### src/rtl/morse_key_ctrl.sv
// Purpose : times presses of a single Morse key and packs them into an element code/count
// Latency : key -> FSM 2 cycles (+DEB_CYCLES with debounce); code/len update 1 cycle after release is seen
// Backpressure: none; the key cannot be stalled, and code/len/err are live levels with done as a 1-cycle pulse
//
// Ports:
//   clk   in   system clock, sole domain
//   rst_n in   synchronous active-low reset
//   key   in   raw Morse key, asynchronous, 1 = pressed
//   code  out  element pattern, element i in bit i (dot=0, dash=1), unused bits 0
//   len   out  element count 0..4 (0 blanks the decoder display)
//   done  out  one-cycle pulse when the inter-letter gap ends a letter
//   err   out  sticky overflow flag: the letter had more than 4 elements
//
// Optional build macro: MORSE_DEBOUNCE_EN adds a stability filter between the
// synchronizer and the timing FSM. Without it the synchronized key drives the
// FSM directly and DEB_CYCLES only takes part in the counter width check.

module morse_key_ctrl #(
  parameter int unsigned DASH_CYCLES = 25_000_000,
  parameter int unsigned GAP_CYCLES  = 50_000_000,
  parameter int unsigned DEB_CYCLES  = 500_000,
  parameter int unsigned CNT_W       = 27
) (
  input  logic       clk,
  input  logic       rst_n,
  input  logic       key,
  output logic [3:0] code,
  output logic [2:0] len,
  output logic       done,
  output logic       err
);

  // ---------------------------------------------------------------------------
  // Elaboration-time sanity check: the shared duration counter must be able to
  // represent every threshold it is compared against.
  // ---------------------------------------------------------------------------
  localparam int unsigned MAX_DG  = (DASH_CYCLES > GAP_CYCLES) ? DASH_CYCLES : GAP_CYCLES;
  localparam int unsigned MAX_CYC = (MAX_DG > DEB_CYCLES) ? MAX_DG : DEB_CYCLES;
  localparam int unsigned CNT_MAX = (CNT_W >= 32) ? 32'hFFFF_FFFF : ((32'd1 << CNT_W) - 32'd1);

  if (MAX_CYC > CNT_MAX) begin : g_cnt_w_too_small
    $error("morse_key_ctrl: CNT_W too narrow for the configured cycle thresholds");
  end

  localparam logic [CNT_W-1:0] DASH_TH = CNT_W'(DASH_CYCLES);
  localparam logic [CNT_W-1:0] GAP_TH  = CNT_W'(GAP_CYCLES);
  localparam logic [CNT_W-1:0] CNT_ONE = CNT_W'(1);

  typedef enum logic [1:0] {
    IDLE  = 2'd0,
    PRESS = 2'd1,
    GAP   = 2'd2
  } state_t;

  // ---------------------------------------------------------------------------
  // Input synchronizer: key is asynchronous to clk.
  // ---------------------------------------------------------------------------
  logic key_m_q, key_m_d;
  logic key_s_q, key_s_d;
  logic key_f;

  always_comb begin
    key_m_d = key;
    key_s_d = key_m_q;
  end

  always_ff @(posedge clk) begin
    if (!rst_n) begin
      key_m_q <= 1'b0;
      key_s_q <= 1'b0;
    end else begin
      key_m_q <= key_m_d;
      key_s_q <= key_s_d;
    end
  end

`ifdef MORSE_DEBOUNCE_EN
  // ---------------------------------------------------------------------------
  // Debounce: the filtered level follows key_s only after key_s has disagreed
  // with it for DEB_CYCLES consecutive cycles. Any agreeing cycle restarts the
  // window, so short glitches never reach the timing FSM.
  // ---------------------------------------------------------------------------
  logic             key_f_q, key_f_d;
  logic [CNT_W-1:0] deb_cnt_q, deb_cnt_d;

  always_comb begin
    key_f_d   = key_f_q;
    deb_cnt_d = '0;
    if (key_s_q != key_f_q) begin
      if (deb_cnt_q == CNT_W'(DEB_CYCLES - 1)) begin
        key_f_d   = key_s_q;
        deb_cnt_d = '0;
      end else begin
        deb_cnt_d = deb_cnt_q + CNT_ONE;
      end
    end
  end

  always_ff @(posedge clk) begin
    if (!rst_n) begin
      key_f_q   <= 1'b0;
      deb_cnt_q <= '0;
    end else begin
      key_f_q   <= key_f_d;
      deb_cnt_q <= deb_cnt_d;
    end
  end

  assign key_f = key_f_q;
`else
  assign key_f = key_s_q;
`endif

  // ---------------------------------------------------------------------------
  // Timing FSM. One counter serves both phases: in PRESS it measures the press
  // length (already 1 on entry because the entering cycle was a high sample),
  // in GAP it measures the release length (1 on entry for the same reason).
  // ---------------------------------------------------------------------------
  state_t           state_q, state_d;
  logic [CNT_W-1:0] cnt_q, cnt_d;
  logic [CNT_W-1:0] cnt_inc;
  logic [3:0]       code_q, code_d;
  logic [2:0]       len_q, len_d;
  logic             err_q, err_d;
  logic             done_q, done_d;
  logic             elem;

  // Saturating increment so an endless press or release can never wrap back
  // below a threshold.
  assign cnt_inc = (cnt_q == '1) ? cnt_q : (cnt_q + CNT_ONE);

  always_comb begin
    state_d = state_q;
    cnt_d   = cnt_q;
    code_d  = code_q;
    len_d   = len_q;
    err_d   = err_q;
    done_d  = 1'b0;
    elem    = (cnt_q >= DASH_TH);

    case (state_q)
      IDLE: begin
        // Outputs keep showing the last letter until a new one begins.
        if (key_f) begin
          code_d  = 4'b0000;
          len_d   = 3'd0;
          err_d   = 1'b0;
          cnt_d   = CNT_ONE;
          state_d = PRESS;
        end
      end

      PRESS: begin
        if (key_f) begin
          cnt_d = cnt_inc;
        end else begin
          // Once a letter has overflowed, every later element of that letter
          // keeps it in the overflow state and leaves code untouched.
          if (err_q || (len_q == 3'd4)) begin
            err_d = 1'b1;
            len_d = 3'd0;
          end else begin
            code_d[len_q[1:0]] = elem;
            len_d              = len_q + 3'd1;
          end
          cnt_d   = CNT_ONE;
          state_d = GAP;
        end
      end

      GAP: begin
        // A press wins over the gap timeout on the same cycle: the letter
        // continues and no done is issued.
        if (key_f) begin
          cnt_d   = CNT_ONE;
          state_d = PRESS;
        end else begin
          cnt_d = cnt_inc;
          if (cnt_inc >= GAP_TH) begin
            done_d  = 1'b1;
            state_d = IDLE;
          end
        end
      end

      default: begin
        state_d = IDLE;
      end
    endcase
  end

  always_ff @(posedge clk) begin
    if (!rst_n) begin
      state_q <= IDLE;
      cnt_q   <= '0;
      code_q  <= 4'b0000;
      len_q   <= 3'd0;
      err_q   <= 1'b0;
      done_q  <= 1'b0;
    end else begin
      state_q <= state_d;
      cnt_q   <= cnt_d;
      code_q  <= code_d;
      len_q   <= len_d;
      err_q   <= err_d;
      done_q  <= done_d;
    end
  end

  assign code = code_q;
  assign len  = len_q;
  assign err  = err_q;
  assign done = done_q;

endmodule

### config.mk
export PLATFORM = sky130hd
export DESIGN_NAME = morse_key_ctrl
export DESIGN_NICKNAME = d
export VERILOG_FILES = /design/src/rtl/morse_key_ctrl.sv
export SDC_FILE = /design/constraint.sdc
export NUM_CORES = 1
export LEC_CHECK = 0
export ABC_AREA = 1
export ABC_CLOCK_PERIOD_IN_PS = 3330
export CORE_ASPECT_RATIO = 1.1
export CORE_UTILIZATION = 30
export CTS_CLUSTER_DIAMETER = 120
export DETAILED_ROUTE_END_ITERATION = 10
export HOLD_SLACK_MARGIN = 0.02
export SLEW_MARGIN = 30
export SYNTH_ARGS = -nofsm -noshare
export SYNTH_HDL_FRONTEND = slang
export SYNTH_SLANG_ARGS = --single-unit
### constraint.sdc
create_clock -name clk -period 3.33 [get_ports clk]
set_clock_uncertainty 0.15 [all_clocks]
set_input_delay 0.666 -clock clk [delete_from_list [all_inputs] [get_ports clk]]
set_output_delay 0.666 -clock clk [all_outputs]
set_load 0.1 [all_outputs]
==> flow_summary.toml, run 1 <==
[critical_path]
rr_worst_depth = 16
rrSetupSlack_ns = 0.60
crit_path_end = "state_q[0]"
crit_arrival_ns = 2.78
r2r-start = "cnt_q[0]"
worstPathRequired_ns = 3.38
crit_type = "reg -> reg"
cp-start-kind = "flop"
cp-startpoint = "cnt_q[0]"
cp-end-kind = "flop"
crit_fanout = 8
worst_r2r_endpoint = "state_q[0]"

[clock_network]
cts_resized = 0
cts.path.max_buffers = 2
clkLatencyLatePin_ns = 0.30
cts_tree = "done"
clk_pin_slew_worst_paths_ns = 0.08
post-cts-setup-buffers = 0
numCtsBuffers = 5
clockRootBuffer = "clkbuf_8"
htreeDepth = 2
cts_hold_buf = 0
cts_num_sinks = 40

[floorplan]
die_area_sq_um = 9738
start_util_pct = 31.28
core_area_sq_um = 8964
rows = 36
pin_count = 12
fp.dieW_microns = 94.18
dieHeight_microns = 103.4

[yosys]
yosys-top-cells-count = "149 x nand2_1, 49 x nor2_1, 48 x inv_1"
synth_top_area_share_pct = 28.56
synthesis.nets = 469
synth.most_common_cell = "nand2_1"
async_reset_ff_share_pct = 0
yosysSeqAreaShare_pct = 28.56
synth-main-ff-cell = "dfxtp_1"
ys_seq_elements = 40
netlist_area_sq_um = 2804
synthTopCellsByArea = "dfxtp_1 29%, nand2_1 20%, a21oi_1 6.8%"
post_synth.cell_area_avg_sq_um = 6.149
yosys.area.top_type = "dfxtp_1"
synthCells = 456
synth_warnings = 0
synth_edf_count = 0
synth.distinct_cells = 38

[route]
drtIter0Drc = 229
drt-total-wl_microns = 7696
route.detailed.drc = 0
ant_nets = 0
wl_per_cell_microns = 13.20
vias = 2900
post_drt_via_cell_ratio = 4.974
firstDrtPassIters = 4

[global_routing]
antenna_found_initial = 0
track_usage_pct = 17.53
grt_max_degree = 29
grt_first_pass_wirelength_microns = 13320
first_global_vias = 2774
gr-total-overflow = 0

[placement]
dp_hpwl_microns = 5774
io_buffers = 11
routabilityCongestion = 0.9263
place_area_sq_um = 3020

[hold_path]
hp-class = "reg -> reg"
whs_path_depth = 2

[layout]
final_layout_size_suffix_gt1_share_pct = 9.382
area_growth_pct = 12.23
final_nets = 481
fin_util_pct = 35.11
diodes = 0
final_area_sq_um = 3147

[sta]
max_freq_ghz = 0.3661
setup_viol = 0
final_max_slew_viol_count = 0
finalHoldViolCount = 0
period_share_pct = 82.04
tns_ns = 0
relSlewSlack_pct = 66.19
grt_setup_unrepaired = "no"
tightest_slew_ns = 0.5018
fin_crit_ns = 2.732

[power_and_ir_drop]
pwr_density_cell_nw_per_um2 = 431.6
power.leakage_nw = 1.226
worst_ir_drop_vdd_mv = 0.2996

[status]
status = "finished, final reports clean"

[flow_run]
max-cap-violations = 0
-- where the power goes --
group	total (mW)	internal [mW]	switching, mW	leakage [nW]
clock network	0.452	0.265	0.187	0.0645
registers	0.526	0.499	0.0266	0.323
logic	0.380	0.108	0.273	0.838
total	1.36	0.871	0.487	1.23
-- kinds of logic after synthesis --
group | synth area share (%)
adders and majority gates | 4.462
and+or+nand+nor | 41.99
xor gates and xnor gates | 1.562
buffers and inverters | 8.300
AOI/OAI and AO/OA | 15.13
DFF | 28.56
-- registers in the layout, summed over array words and instances, names as in the netlist --
name,cells
cnt_q,27
state_q,2
key_f,1
code,4
key_m_q,1
done,1
len,3
err,1
-- per-stage QoR --
| step | total power [mW] | setup slack (ns) | hold slack, ns | cells |
|---|---|---|---|---|
| after global placement | 0.9062 | 0.7270 | 0.2419 | 575 |
| final | 1.358 | 0.5982 | 0.2710 | 583 |
| after global routing | 1.451 | 0.3264 | 0.2992 | 583 |
| after detailed placement | 0.9121 | 0.6138 | 0.2528 | 575 |
| after floorplan | 0.8175 | 0.9000 | 0.2400 | 456 |
| after CTS | 1.366 | 0.5987 | 0.2727 | 583 |
-- area by class of cell --
cell class	instances	area (sq um)
Fill cell	982	5817
Multi-Input combinational cell	356	1775
Sequential cell	40	800.8
Inverter	51	191.4
Tap cell	114	142.6
Timing Repair Buffer	14	110.1
Clock buffer	7	96.34
Clock inverter	1	30.03
-- layer usage --
layer / vias up / track usage (%) / wire length [microns]
li1: 1493 / - / -
met1: 1317 / 22.88 / 3619
met2: 72 / 28.71 / 3502
met3: 18 / 3.582 / 346
met4: 0 / 6.154 / 227
met5: - / 0 / 0
-- critical path: stages (launching register included) --
cell and delay [ns]:
dfxtp_1 0.46, ha_1 0.32, inv_2 0.08, nor2_4 0.22
nand2_4 0.11, nor2_8 0.16, inv_2 0.07, nor2_4 0.23
a21oi_2 0.08, nor2_1 0.10, nand2_1 0.07, nor2_2 0.12
nand3_1 0.13, nand4_2 0.12, nand3_1 0.09, nand2_1 0.08
nor2_1 0.05
-- how the worst min path moves through the flow --
stage / from / endpoint
floorplan: key_m_q / key_f
global placement: key_m_q / key_f
detailed placement: key_m_q / key_f
CTS: key_m_q / key_f
global route: key_m_q / key_f
finish: key_m_q / key_f
-- layout by cell type, fill, tap and decap left out, types with 3 or more instances in the layout --
cell type  instances
nor2_2             5
nand3_1           37
dfxtp_1           40
buf_4             12
nor2_4             3
nand2_2            4
xor2_1             5
nor2_1            49
inv_1             48
a21oi_2            3
o21ai_0           15
o211ai_1           3
nor3_1             5
clkbuf_8           7
nand4_1            7
ha_1              10
a21oi_1           38
nand2_1          149
No activity file was read; power rests on OpenSTA's default activity.
==> run 2, diff against run 1 <==
--- a/config.mk
+++ b/config.mk
@@ -6,7 +6,7 @@
 export NUM_CORES = 1
 export LEC_CHECK = 0
 export ABC_AREA = 1
-export ABC_CLOCK_PERIOD_IN_PS = 3330
+export ABC_CLOCK_PERIOD_IN_PS = 2300
 export CORE_ASPECT_RATIO = 1.1
 export CORE_UTILIZATION = 30
 export CTS_CLUSTER_DIAMETER = 120
==> constraint.sdc (replaced) <==
create_clock -name clk -period 2.3 [get_ports clk]
set_clock_uncertainty 0.15 [all_clocks]
set_input_delay 0.46 -clock clk [delete_from_list [all_inputs] [get_ports clk]]
set_output_delay 0.46 -clock clk [all_outputs]
set_load 0.1 [all_outputs]
==> flow_summary.toml, run 2 (synthesis results as in run 1) <==
[route]
firstDrtPassIters = 5
drt-total-wl_microns = 8371
route.detailed.drc = 0
drtIter0Drc = 180
vias = 3139
post_drt_via_cell_ratio = 5.014
wl_per_cell_microns = 13.37
ant_nets = 0

[sta]
max_freq_ghz = 0.4590
hold_ws_ns = 0.2725
setup_viol = 0
tightest_slew_ns = 0.4788
grt_setup_unrepaired = "yes"
period_share_pct = 94.72
final_max_slew_viol_count = 0
relSlewSlack_pct = 68.08
finalHoldViolCount = 0
fin_crit_ns = 2.178

[placement]
routabilityCongestion = 0.9629
dp.cells = 616
io_buffers = 11
dp_hpwl_microns = 6351

[global_routing]
grt_max_degree = 29
grt_first_pass_wirelength_microns = 13860
track_usage_pct = 18.27
gr-total-overflow = 0
antenna_found_initial = 0
first_global_vias = 2958

[floorplan]
fp.dieW_microns = 94.18
die_area_sq_um = 9738
dieHeight_microns = 103.4
start_util_pct = 31.28
pin_count = 12
core_area_sq_um = 8964
rows = 36

[clock_network]
cts_hold_buf = 0
cts_tree = "done"
cts_num_sinks = 40
cts.path.max_buffers = 2
clk_pin_slew_worst_paths_ns = 0.09
clockRootBuffer = "clkbuf_8"
numCtsBuffers = 5
clkLatencyLatePin_ns = 0.30
htreeDepth = 2

[critical_path]
cp-start-kind = "flop"
crit_fanout = 13
worstPathRequired_ns = 2.35
cp-end-kind = "flop"
crit_type = "reg -> reg"
crit_arrival_ns = 2.23

[layout]
top_register = "cnt_q"
diodes = 0
num-fill-cells = 948
final_nets = 524
final_layout_size_suffix_gt1_share_pct = 26.56
area_growth_pct = 29.18
largest_register_ffs = 27
final_common_cell = "nand2_1"
seq_area_sq_um = 825.8
multi_input_area_sq_um = 1909
fin_cells = 626
final_cell_mix = "144 x nand2_1, 54 x buf_4, 47 x inv_1, 38 x a21oi_1, 35 x nor2_1"

[power_and_ir_drop]
power_frac_clock_pct = 29.5
p_sw_share_pct = 36.76
cell_internal_pwr_mw = 1.255
pwr_density_cell_nw_per_um2 = 547.8
power.leakage_nw = 1.482
worst_ir_drop_vdd_mv = 0.5137
p_switching_mw = 0.7295
power.share.sequential_pct = 38.1
p_comb_share_pct = 32.3

[hold_path]
hp-class = "reg -> reg"

[flow_run]
max-cap-violations = 0

[status]
status = "finished, final reports clean"
==> run 2: critical path, stage by stage, from the launching register on <==
cell and delay [ns]:
dfxtp_2 0.34, ha_4 0.16, inv_2 0.07, nor2_4 0.05, nand2_4 0.09, nor2_8 0.07
nand2_4 0.15, buf_4 0.17, nand3_1 0.09, nor3_1 0.18, nand3_1 0.15, nand3_2 0.13
nand4_4 0.10, a21oi_1 0.14, nor2_1 0.06
==> run 2: power groups by stage <==
stage | clock [mW] | sequential, mW | combinational (mW)
after floorplan | 0 | 0.821 | 0.364
after global placement | 0 | 0.765 | 0.614
after detailed placement | 0 | 0.767 | 0.627
after CTS | 0.606 | 0.751 | 0.629
after global routing | 0.641 | 0.764 | 0.703
final | 0.586 | 0.757 | 0.641
==> run 2: layer usage <==
metal  up-vias  global-route usage [%]  part of all wire [%]
met5         -                       0                     0
met4         0                   9.112                   3.3
met3        21                   2.778                   4.3
met2        79                   29.88                    46
met1      1448                   23.43                    47
li1       1591                       -                     -
==> run 2: worst paths after layout <==
| path | endpoint | startpoint | slack, ns | cells after the start |
|---|---|---|---|---|
| setup / recovery | state_q[0] | cnt_q[0] | 0.12 | 14 |
| hold / removal | key_f | key_m_q | 0.27 | 2 |
| setup reg to reg | state_q[0] | cnt_q[0] | 0.12 | 14 |
| hold reg to reg | key_f | key_m_q | 0.27 | 2 |
==> run 2: stage by stage <==
stage	power, mW	TNS [ns]	area [sq um]	utilization [%]	worst slack (ns)
3_5_place_dp	1.394	-0.2633	3346	37.33	-0.1279
5_1_grt	2.109	-0.08711	3622	40.41	-0.04259
4_1_cts	1.987	0	3478	38.81	0.001628
6_report	1.984	0	3622	40.41	0.1215
2_1_floorplan	1.185	0	2809	-	0.009916
3_3_place_gp	1.380	-0.2478	3346	37.33	-0.1168
==> run 2: layout make-up <==
| type | instances | area share, % |
|---|---|---|
| clock buffer | 6 | 2.003 |
| clock inverter | 2 | 0.9672 |
| inverter | 51 | 5.285 |
| multi-input combinational | 356 | 52.71 |
| sequential | 40 | 22.80 |
| tap | 114 | 3.938 |
| timing repair buffer | 57 | 12.30 |
==> run 2: repair_timing <==
action                                  CTS  global route
endpoints found under the setup margin    3            11
buffers inserted                          1             1
pin swaps                                 2             6
resized for setup                         7            48
==> run 3, diff against run 2 <==
--- a/config.mk
+++ b/config.mk
@@ -6,8 +6,9 @@
 export NUM_CORES = 1
 export LEC_CHECK = 0
 export ABC_AREA = 1
-export ABC_CLOCK_PERIOD_IN_PS = 2300
+export ABC_CLOCK_PERIOD_IN_PS = 2100
 export CORE_ASPECT_RATIO = 1.1
+export CORE_MARGIN = 4
 export CORE_UTILIZATION = 30
 export CTS_CLUSTER_DIAMETER = 120
 export DETAILED_ROUTE_END_ITERATION = 10
==> constraint.sdc (replaced) <==
create_clock -name clk -period 2.1 [get_ports clk]
set_clock_uncertainty 0.15 [all_clocks]
set_input_delay 0.42 -clock clk [delete_from_list [all_inputs] [get_ports clk]]
set_output_delay 0.42 -clock clk [all_outputs]
set_load 0.1 [all_outputs]
==> flow_summary.toml, run 3 (synthesis results as in run 1) <==
[status]
status = "complete, but fails checks"
failed_checks = "setup timing"

[placement]
dp_hpwl_microns = 6823
dp.cells = 655
io_buffers = 11
routabilityCongestion = 0.9626
preCtsSetupSlack_ns = -0.3253

[layout]
seq_area_sq_um = 828.3
final_cell_mix = "146 x nand2_1, 98 x buf_4, 48 x inv_1, 38 x a21oi_1"
final_common_cell = "nand2_1"
final_nets = 569
diodes = 0
top_register = "cnt_q"
num-fill-cells = 923
largest_register_ffs = 27
final_layout_size_suffix_gt1_share_pct = 31.06
multi_input_area_sq_um = 1913
fin_cells = 671
area_growth_pct = 42.03

[critical_path]
crit_type = "reg -> reg"
cp-end-kind = "flop"
crit_path_top_delay_cell = "dfxtp_4"
crit_arrival_ns = 2.34
r2r-start = "cnt_q[0]"
crit_fanout = 6
worst_path_largest_cell_delay_ns = 0.38
path_cells = "ha_4, inv_2, nor2_4, nand2_4, nor2_8, buf_4, buf_4, nand2_1, nand3_4, nor2_4, nand3_1, nand2_1, nand2_2, nand4_4, a21oi_1, nor2_1"
critPathBufInv = 3
cp-startpoint = "cnt_q[0]"
critPathTopFamily = "simple AND/OR/NAND/NOR gates"
cp-start-kind = "flop"
worstPathRequired_ns = 2.15

[sta]
grt_setup_unrepaired = "yes"
relSlewSlack_pct = 74.50
max_freq_ghz = 0.4361
period_share_pct = 109.2
setup_viol = 3
finalHoldViolCount = 0
final_max_slew_viol_count = 0
tightest_slew_ns = 0.3825
fin_ws_ns = -0.1933
fin_crit_ns = 2.293

[floorplan]
rows = 36
start_util_pct = 31.12
core_area_sq_um = 9009
dieHeight_microns = 109.4
die_area_sq_um = 10960
fp.dieW_microns = 100.2
pin_count = 12

[route]
drtIter0Drc = 157
drt-total-wl_microns = 9157
post_drt_via_cell_ratio = 4.902
route.detailed.drc = 0
firstDrtPassIters = 4
wl_per_cell_microns = 13.65
vias = 3289
ant_nets = 0

[clock_network]
htreeDepth = 2
cts_tree = "done"
cts_num_sinks = 40
numCtsBuffers = 5
cts.path.max_buffers = 2
clkLatencyLatePin_ns = 0.30
clk_pin_slew_worst_paths_ns = 0.09
cts_hold_buf = 0
clockRootBuffer = "clkbuf_8"

[hold_path]
hold_path.startpoint = "key_m_q"
hp-class = "reg -> reg"

[flow_run]
max-cap-violations = 0

[power_and_ir_drop]
power.leakage_nw = 1.669
worst_ir_drop_vdd_mv = 0.5714
pwr_density_cell_nw_per_um2 = 560.3

[global_routing]
grt_max_degree = 29
grt_first_pass_wirelength_microns = 14610
first_global_vias = 3199
track_usage_pct = 16.88
antenna_found_initial = 0
gr-total-overflow = 0
## run 3: cell count changes in the layout (fill, tap and decap cells not counted), moves of 3 or more
| cell | before | now |
|---|---|---|
| nand3_2 | 6 | 3 |
| buf_4 | 54 | 98 |
| dfxtp_1 | 20 | 24 |
| dfxtp_2 | 20 | 13 |
| dfxtp_4 | 0 | 3 |
| o21ai_1 | 0 | 3 |
## run 3: through the flow
step                util, %  area, sq um  total power [mW]  hold slack [ns]  TNS (ns)
finish                44.21         3983             2.231           0.2685   -0.5223
global route          44.21         3983             2.355           0.2982    -1.122
CTS                   43.08         3881             2.235           0.2713   -0.4687
detailed placement    40.72         3669             1.560           0.2509   -0.8945
global placement      40.72         3669             1.549           0.2428    -1.006
floorplan                 -         2826             1.305           0.2400  -0.02388
## run 3: path summary, 6_finish.rpt
| kind | depth (start not counted) | slack, ns | endpoint |
|---|---|---|---|
| worst min-delay path | 2 | 0.27 | key_f |
| worst max-delay path | 16 | -0.19 | state_q[1] |
| worst min register to register | 2 | 0.27 | key_f |
| worst max register to register | 16 | -0.19 | state_q[1] |
## run 3: power by group
| group | internal, mW | total, mW | leakage [nW] | switching (mW) |
|---|---|---|---|---|
| clock | 0.352 | 0.651 | 0.0541 | 0.299 |
| sequential | 0.795 | 0.838 | 0.332 | 0.0432 |
| combinational | 0.255 | 0.742 | 1.28 | 0.487 |
## run 3: metal layers
layer  track usage (%)  part of all wire, %
met2             29.02                   49
met4             6.930                  2.7
met5                 0                    0
met1             20.47                   44
met3             3.490                  5.1
## run 3: worst reg2reg max path: stages, from the launching register on
cell,delay [ns]
dfxtp_4,0.38
ha_4,0.13
inv_2,0.05
nor2_4,0.12
nand2_4,0.08
nor2_8,0.19
buf_4,0.15
buf_4,0.09
nand2_1,0.07
nand3_4,0.13
nor2_4,0.05
nand3_1,0.09
nand2_1,0.07
nand2_2,0.10
nand4_4,0.12
a21oi_1,0.15
nor2_1,0.07
## run 3: layout make-up
cell class,count,share of cell area [%]
Multi-Input combinational cell,356,48.04
Sequential cell,40,20.80
Timing Repair Buffer,102,19.98
Inverter,51,4.807
Tap cell,114,3.582
Clock buffer,5,1.728
Clock inverter,3,1.068
## run 3: timing repair
action	CTS	global route
resized for setup	12	36
buffers inserted	7	1
pin swaps	10	10
endpoints found under the setup margin	5	11
